--- src/rtl/refill_arbiter.sv ---
// Round-robin arbiter sharing one line-refill memory read port between
// the instruction cache (requester 0) and the data cache (requester 1).
module refill_arbiter #(
  parameter int LineSize       = 128,
  parameter int ByteOffsetBits = 4
) (
  input  logic                clk_i,
  input  logic                rst_i,
  input  logic                req0_read_en_i,
  input  logic [31:0]         req0_addr_i,
  output logic                req0_valid_o,
  output logic [LineSize-1:0] req0_data_o,
  input  logic                req1_read_en_i,
  input  logic [31:0]         req1_addr_i,
  output logic                req1_valid_o,
  output logic [LineSize-1:0] req1_data_o,
  output logic [31:0]         mem_addr_o,
  output logic                mem_read_en_o,
  input  logic                mem_read_valid_i,
  input  logic [LineSize-1:0] mem_read_data_i
);

  // state | meaning
  // IDLE  | waiting for a request; arbitrates and latches the line address
  // BUSY  | memory read in flight; waits for mem_read_valid_i
  // RESP  | one-cycle valid pulse to the granted requester (unless aborted)
  typedef enum logic [1:0] {IDLE, BUSY, RESP} state_t;

  localparam logic [31:0] AlignMask = ~((32'd1 << ByteOffsetBits) - 32'd1);

  state_t              state;
  logic                grant_id;
  logic                last_grant;
  logic                aborted;
  logic [31:0]         addr_q;
  logic [LineSize-1:0] data_q;

  logic        pick;
  logic        granted_en;
  logic [31:0] pick_addr;

  always_comb begin
    pick       = (req0_read_en_i && req1_read_en_i) ? ~last_grant : req1_read_en_i;
    pick_addr  = pick ? req1_addr_i : req0_addr_i;
    granted_en = grant_id ? req1_read_en_i : req0_read_en_i;
  end

  always_ff @(posedge clk_i or posedge rst_i) begin
    if (rst_i) begin
      state         <= IDLE;
      grant_id      <= 1'b0;
      last_grant    <= 1'b1;
      aborted       <= 1'b0;
      addr_q        <= '0;
      data_q        <= '0;
      mem_read_en_o <= 1'b0;
      req0_valid_o  <= 1'b0;
      req1_valid_o  <= 1'b0;
    end else begin
      req0_valid_o <= 1'b0;
      req1_valid_o <= 1'b0;
      case (state)
        IDLE: begin
          if (req0_read_en_i || req1_read_en_i) begin
            grant_id      <= pick;
            last_grant    <= pick;
            addr_q        <= pick_addr & AlignMask;
            aborted       <= 1'b0;
            mem_read_en_o <= 1'b1;
            state         <= BUSY;
          end
        end
        BUSY: begin
          // A drop at any BUSY edge, including the capture edge, cancels the pulse.
          if (!granted_en) aborted <= 1'b1;
          if (mem_read_valid_i) begin
            data_q        <= mem_read_data_i;
            mem_read_en_o <= 1'b0;
            state         <= RESP;
            if (!aborted && granted_en) begin
              if (grant_id) req1_valid_o <= 1'b1;
              else          req0_valid_o <= 1'b1;
            end
          end
        end
        RESP:    state <= IDLE;
        default: state <= IDLE;
      endcase
    end
  end

  assign mem_addr_o  = addr_q;
  assign req0_data_o = data_q;
  assign req1_data_o = data_q;

endmodule
--- config.mk ---
export PLATFORM = sky130hd
export DESIGN_NAME = refill_arbiter
export DESIGN_NICKNAME = d
export VERILOG_FILES = /design/src/rtl/refill_arbiter.sv
export SDC_FILE = /design/constraint.sdc
export NUM_CORES = 1
export LEC_CHECK = 0
export ABC_AREA = 1
export CORE_AREA = 2 2 192 194
export DETAILED_ROUTE_END_ITERATION = 7
export DIE_AREA = 0 0 194 196
export PLACE_DENSITY = 0.49
export SETUP_SLACK_MARGIN = 0.2
export SLEW_MARGIN = 20
export SYNTH_ARGS = -nofsm -noshare
export SYNTH_HDL_FRONTEND = slang
export SYNTH_SLANG_ARGS = --single-unit
--- constraint.sdc ---
create_clock -name clk_i -period 6.83 [get_ports clk_i]
set_input_delay 1.366 -clock clk_i [delete_from_list [all_inputs] [get_ports clk_i]]
set_output_delay 1.366 -clock clk_i [all_outputs]
set_load 0.02 [all_outputs]
==> results of run 1 <==
==> layer usage <==
metal | share of wire | vias to the layer above
li1 | - | 3357
met5 | 0 | -
met1 | 0.42 | 3199
met3 | 0.079 | 15
met4 | 0.012 | 0
met2 | 0.49 | 322
==> cell usage in the layout (no fill, tap or decap), types with 2 or more instances in the layout <==
cell,n
nor3_1,2
buf_4,8
conb_1,4
bufinv_16,3
inv_6,3
clkbuf_16,17
clkbuf_8,4
clkdlybuf4s50_1,475
dfrtp_1,163
nand3_1,57
inv_1,60
clkinvlp_4,3
nand2_1,480
nor2_2,2
==> worst reg2reg max path, cell delays in order (launching register included) <==
cell     delay (ns)
dfrtp_1        0.40
nor2_2         0.18
nand2_4        0.35
inv_4          0.39
buf_4          0.66
nand2_1        0.23
nand2_1        0.10
==> layout make-up <==
type,count,area [um2]
Fill cell,3831,23600
Timing Repair Buffer,483,4810
Sequential cell,164,4110
Multi-Input combinational cell,549,2150
Tap cell,468,586
Clock buffer,22,484
Inverter,63,244
Clock inverter,10,144
==> sequential cells by signal, indices dropped and copies added (netlist names) <==
signal and flops:
mem_addr_o 28, req0_valid_o 1, grant_id 1, mem_read_en_o 1, req0_data_o 128, state 2, req1_valid_o 1, last_grant 1
aborted 1
==> worst paths after layout <==
path                                 from               end
max                        req1_read_en_i    mem_addr_o[25]
min                            last_grant        last_grant
max reg2reg                      state[1]  req0_data_o[118]
min reg2reg                    last_grant        last_grant
max in group asynchronous           rst_i   req0_data_o[12]
min in group asynchronous           rst_i   req0_data_o[30]
==> cells by family (layout without fill, tap and decap cells) <==
group                  after synthesis  in the layout
and+or+nand+nor                    543            543
buffers and inverters              238            578
AOI/OAI and AO/OA                    2              2
DFF                                164            164
other                                1              4
==> power by group through the flow <==
stage	registers [mW]	clock network (mW)	logic (mW)
CTS	1.86	1.08	3.71
global placement	1.85	0	3.69
floorplan	2.30	0	1.68
finish	1.85	1.04	3.65
detailed placement	1.86	0	3.70
global route	1.92	1.12	3.88
==> impl_metrics.ini, run 1 <==
[critical_path]
cpPeakStageDelay_ns = 0.91
crit_top_cell = nand2_1
path_class = input pin to flip-flop
worst_setup_path_end_kind = flip-flop
cp.arrival_ns = 3.83
crit_buf_inv = 2
crit_path_max_fanout = 29
r2r_cells = 6
cp_data_required_time_ns = 7.21
crit_chain = clkdlybuf4s50_1, buf_4, nand2_1, nand2_1, nand3_1, nand2_1
cp.depth = 6
crit_slowest_cell = clkdlybuf4s50_1
worst_path_dominant_cell_family = buffers and inverters
rrSetupSlack_ns = 4.45
crit_path_start_kind = input pin

[pwr]
p_comb_frac = 0.559
clock_power_share = 0.159
switching_power_mw = 2.81
power_density_nw_per_um2 = 522
vdd_drop_max_mv = 0.235
power.leakage_nw = 6.02
seqPwrFrac = 0.283
internal_power_mw = 3.72
total_power_mw = 6.53
switching_share = 0.431

[synth]
synth_xor_area_frac = 0
yosysMostFrequentCell = nand2_1
synth_top_family_by_area = simple AND/OR/NAND/NOR gates
synth-compound-area-share = 0.00162
synth_area_leader_cell = dfrtp_1
synthFlopType = dfrtp_1
async_reset_ff_frac = 1.00
synth_warnings = 0
synth-seq-cells = 164
synthMuxAreaShare = 0
synth-adder-area-share = 0
synthSimpleGateAreaFrac = 0.274
synth_edf_count = 0
synth_top_area_frac = 0.528
postSynthCellCount = 948
yosysUniqueCellTypes = 18
avgSynthCellArea_um2 = 8.15
syn_area_um2 = 7730
ys_seq_area_frac = 0.531
netlist_top_cells_count = 480 x nand2_1, 163 x dfrtp_1, 152 x buf_4
synth.area.top_cells = dfrtp_1 53%, nand2_1 23%, buf_4 15%

[timing]
holdWs_ns = 0.466
rsz0062_at_grt = false
period_share = 0.505
setup_viol = 0
finalCriticalPeriod_ns = 3.45
tightest_slew_ns = 1.08
fmax_mhz = 290
finalMaxSlewViolations = 0
report.final.hold_viol_count = 0
slew-limit-headroom = 0.277
tns_ns = 0
fin_worst_skew_ns = 0.0108
fin_ws_ns = 3.38

[floorplan]
io_pins = 488
rows = 70
die_height_um = 196
start_util = 0.214
die-width_um = 194
dieArea_um2 = 38000
coreArea_um2 = 36100

[clock_network]
clock_path_buffers = 2
post_cts_buffers = 0
cts.sinks = 164
insertion_delay_ns = 0.44
cts.reportedPaths.clkPinSlew_ns = 0.07
ctsResizeCount = 0
cts-root-buf = clkbuf_16
hold_buffers = 0
cts_max_level = 4
numCtsBuffers = 17
cts_tree = yes

[route]
wire_per_inst_um = 16.4
antenna_left = 0
vias = 6893
drt-vias-per-instance = 3.92
drc = 0
first_pass_iters = 5
routed_wl_um = 28900
drt_iter0_drc = 162

[global_routing]
antenna_found_initial = 0
grt_pass1_wl_um = 43400
grt_pass1_vias = 6841
grt_util_met2 = 0.255
use_met3 = 0.0511
gr-usage-met1 = 0.180
grt_usage = 0.150
gr-total-overflow = 0
grt_max_degree = 86
top_usage_layer = met2

[min_path]
whs_path_depth = 2
hp-class = flip-flop to flip-flop

[final_layout]
design_area_um2 = 12500
area_growth_pct = 62.1
instances_no_fill = 1759
finish.utilization = 0.347
drive_gt1_frac = 0.0356
nets = 1475
diodes = 0

[place]
gp_congestion = 0.821
dp_hpwl_um = 21300
placed_area_um2 = 11900
dpl.cell_count = 1727
portBuffers = 475
place_ws_ns = 2.93

[status]
status = finished, final reports clean

[flow_run]
max-cap-violations = 0
(Power assumes the default switching activity.)
==> run 2: changes to the inputs <==
Settings changed: CORE_AREA 2 2 192 194 to 2 2 189 191, DIE_AREA 0 0 194 196 to 0 0 191 193, PLACE_DENSITY 0.49 to 0.52.
Clock period 6.83 ns to 2.8 ns, I/O delays scaled along.
==> impl_metrics.ini, run 2 (same netlist as run 1, synthesis figures left out) <==
[final_layout]
multi_input_area_um2 = 2150
largest_reg_flops = 128
drive_gt1_frac = 0.0386
finish.utilization = 0.360
fillCellCount = 3656
nets = 1481
area_growth_pct = 63.1
final_common_cell = nand2_1
final_cell_mix = 480 x nand2_1, 475 x clkdlybuf4s50_1, 163 x dfrtp_1, 60 x inv_1, 57 x nand3_1
register_area_um2 = 4110
diodes = 0

[critical_path]
worst_path_dominant_cell_family = buffers and inverters
crit_buf_inv = 1
crit_slowest_cell = clkdlybuf4s50_1
cpPeakStageDelay_ns = 0.74
crit_path_start_kind = flip-flop
crit_path_max_fanout = 3
crit_chain = clkdlybuf4s50_1
r2r_cells = 6
worst_setup_path_end_kind = output pin
cp_data_required_time_ns = 2.24
cp.depth = 1
path_class = flip-flop to output pin
cp.arrival_ns = 1.60

[clock_network]
numCtsBuffers = 17
cts.sinks = 164
insertion_delay_ns = 0.44
hold_buffers = 0
cts_max_level = 4
cts.reportedPaths.clkPinSlew_ns = 0.07
ctsResizeCount = 0
cts-root-buf = clkbuf_16
clock_path_buffers = 2
cts_tree = yes
post_cts_buffers = 0

[global_routing]
top_usage_layer = met2
antenna_found_initial = 1
grt_usage = 0.154
grt_pass1_vias = 6841
grt_max_degree = 99
gr-usage-met1 = 0.173
grt_pass1_wl_um = 42200
use_met3 = 0.0635
grt_util_met2 = 0.265
gr-total-overflow = 0

[timing]
fmax_mhz = 463
fin_worst_skew_ns = 0.0114
rsz0062_at_grt = false
report.final.hold_viol_count = 0
slew-limit-headroom = 0.570
setup_viol = 0
tns_ns = 0
finalCriticalPeriod_ns = 2.16
period_share = 0.771
tightest_slew_ns = 0.645
finalMaxSlewViolations = 0

[pwr]
vdd_drop_max_mv = 0.545
power.leakage_nw = 6.06
total_power_mw = 15.9
power_density_nw_per_um2 = 1260

[min_path]
whs_path_depth = 2
hp-class = flip-flop to flip-flop

[route]
drt_iter0_drc = 237
first_pass_iters = 4
routed_wl_um = 29000
antenna_left = 0
drt-vias-per-instance = 3.94
drc = 0
vias = 6931
wire_per_inst_um = 16.5

[floorplan]
io_pins = 488
die-width_um = 191
die_height_um = 193
rows = 69
dieArea_um2 = 36900
start_util = 0.221
coreArea_um2 = 35000

[place]
dp_hpwl_um = 21600
gp_congestion = 0.804
portBuffers = 475

[flow_run]
max-cap-violations = 0

[status]
status = finished, final reports clean
==> run 2: final cells by class <==
| type | instances | share of cell area |
|---|---|---|
| Timing Repair Buffer | 489 | 0.392 |
| Inverter | 63 | 0.0193 |
| Clock buffer | 20 | 0.0346 |
| Multi-Input combinational cell | 549 | 0.171 |
| Clock inverter | 12 | 0.0123 |
| Tap cell | 461 | 0.0458 |
| Sequential cell | 164 | 0.326 |
==> run 2: per-layer routing <==
layer / vias up / wire [um]
li1: 3372 / -
met1: 3228 / 11200
met4: 2 / 386
met5: - / 13
met2: 307 / 14400
met3: 22 / 2970
==> run 2: worst paths after layout <==
check,end,startpoint,slack (ns)
max,req1_data_o[99],req0_data_o[99],0.64
min,last_grant,last_grant,0.47
max reg2reg,req0_data_o[75],state[1],1.27
min reg2reg,last_grant,last_grant,0.47
max in group asynchronous,req0_data_o[48],rst_i,1.81
min in group asynchronous,req0_data_o[85],rst_i,0.54
==> run 2: through the flow <==
step / cell area (um2) / hold slack [ns] / cells / worst slack [ns]
3_3_place_gp: 12000 / 0.456 / 1726 / 0.781
3_5_place_dp: 12000 / 0.458 / 1726 / 0.760
2_1_floorplan: 7740 / 0.434 / 951 / 0.156
6_report: 12600 / 0.467 / 1758 / 0.640
5_1_grt: 12600 / 0.488 / 1758 / 0.540
4_1_cts: 12600 / 0.468 / 1758 / 0.521
==> run 2: power breakdown <==
group          leakage, nW  internal, mW  switching [mW]
Sequential            2.03          3.51            1.02
Clock                0.284          1.41            1.04
Combinational         3.75          4.10            4.84
Total                 6.06          9.01            6.90
==> run 3: changes to the inputs <==
Settings changed: CORE_AREA 2 2 189 191 to 2 2 192 194, DIE_AREA 0 0 191 193 to 0 0 194 196, PLACE_DENSITY 0.52 to 0.49.
Clock period 2.8 ns to 2.1 ns, I/O delays scaled along.
==> impl_metrics.ini, run 3 (same netlist as run 1, synthesis figures left out) <==
[critical_path]
crit_path_start_kind = flip-flop
worst_path_dominant_cell_family = buffers and inverters
crit_buf_inv = 1
crit_slowest_cell = clkdlybuf4s50_1
crit_path_max_fanout = 3
worst_setup_path_end_kind = output pin
cp.arrival_ns = 1.44
cpPeakStageDelay_ns = 0.62
crit_chain = clkdlybuf4s50_1
cp_data_required_time_ns = 1.68
path_class = flip-flop to output pin

[floorplan]
io_pins = 488
start_util = 0.214
die_height_um = 196
die-width_um = 194
coreArea_um2 = 36100
rows = 70
dieArea_um2 = 38000

[final_layout]
final_cell_mix = 480 x nand2_1, 240 x clkdlybuf4s50_1, 171 x dlygate4sd2_1, 163 x dfrtp_1, 64 x dlymetal6s2s_1
finish.utilization = 0.348
design_area_um2 = 12600
nets = 1480
diodes = 0
register_area_um2 = 4110
final_common_cell = nand2_1
drive_gt1_frac = 0.0378
fillCellCount = 3861
largest_reg_flops = 128
multi_input_area_um2 = 2150
area_growth_pct = 62.6

[route]
drt-vias-per-instance = 3.90
first_pass_iters = 5
drt_iter0_drc = 215
routed_wl_um = 27800
antenna_left = 0
vias = 6884
drc = 0
wire_per_inst_um = 15.8

[timing]
tightest_slew_ns = 0.547
finalMaxSlewViolations = 0
slew-limit-headroom = 0.635
setup_viol = 0
finalCriticalPeriod_ns = 1.86
holdWs_ns = 0.447
fmax_mhz = 538
rsz0062_at_grt = false
report.final.hold_viol_count = 0
period_share = 0.885
fin_worst_skew_ns = 0.00798
tns_ns = 0

[clock_network]
cts_tree = yes
cts_max_level = 4
clock_path_buffers = 2
cts.sinks = 164
insertion_delay_ns = 0.44
numCtsBuffers = 17
cts-root-buf = clkbuf_16
post_cts_buffers = 0
cts.reportedPaths.clkPinSlew_ns = 0.07

[global_routing]
grt_usage = 0.144
grt_max_degree = 84
grt_pass1_vias = 6847
grt_pass1_wl_um = 41900
gr-total-overflow = 0
antenna_found_initial = 0

[pwr]
power.leakage_nw = 7.21
power_density_nw_per_um2 = 1570
vdd_drop_max_mv = 0.714
total_power_mw = 19.8

[status]
status = finished, final reports clean

[place]
placed_area_um2 = 12100
portBuffers = 475
gp_congestion = 0.818
dp_hpwl_um = 20700

[min_path]
hp-class = input pin to asynchronous set/reset pin

[flow_run]
max-cap-violations = 0
==> run 3: cell count changes in the layout (fill, tap and decap cells not counted), sizes merged <==
cell,before,now
clkinv,6,5
clkbuf,20,19
bufinv,3,2
inv,63,64
clkdlybuf4s50,475,240
dlygate4sd2,0,171
clkinvlp,3,4
buf,14,13
dlymetal6s2s,0,64
==> run 3: final timing paths <==
path | endpoint | from | slack [ns] | cells after the start
max in group asynchronous | req0_data_o[116] | rst_i | 1.17 | 3
max | req0_data_o[76] | req0_data_o[76] | 0.24 | 1
min reg2reg | last_grant | last_grant | 0.47 | 2
min in group clk_i | last_grant | last_grant | 0.47 | 2
min | req0_data_o[28] | rst_i | 0.45 | 3
max reg2reg | req0_data_o[67] | state[1] | 0.71 | 6
==> run 3: metal layers <==
| layer | vias up | track usage | part of all wire |
|---|---|---|---|
| li1 | 3374 | - | - |
| met1 | 3157 | 0.165 | 0.40 |
| met2 | 330 | 0.246 | 0.49 |
| met3 | 23 | 0.0564 | 0.097 |
| met4 | 0 | 0.0491 | 0.016 |
| met5 | - | 0 | 0 |
==> run 3: cell type report <==
cell class,instances,area share
multi-input combinational,549,0.171
inverter,63,0.0193
clock buffer,19,0.0345
sequential,164,0.327
tap,468,0.0466
clock inverter,12,0.0106
timing repair buffer,488,0.391
==> run 3: timing repair <==
| action | CTS | global route |
|---|---|---|
| resized for setup | 171 | 64 |
| endpoints found under the setup margin | 184 | 72 |
| hold buffers | 0 | 0 |
==> run 3: stage by stage <==
step,setup WS (ns),std cells
finish,0.242,1763
global route,0.197,1763
CTS,0.200,1763
detailed placement,0.315,1732
global placement,0.335,1732
floorplan,-0.404,951
==> run 3: power by group <==
part	total (mW)	switching [mW]	internal, mW
registers	5.89	1.22	4.68
clock network	3.10	1.35	1.75
logic	10.8	6.41	4.34
total	19.8	8.98	10.8
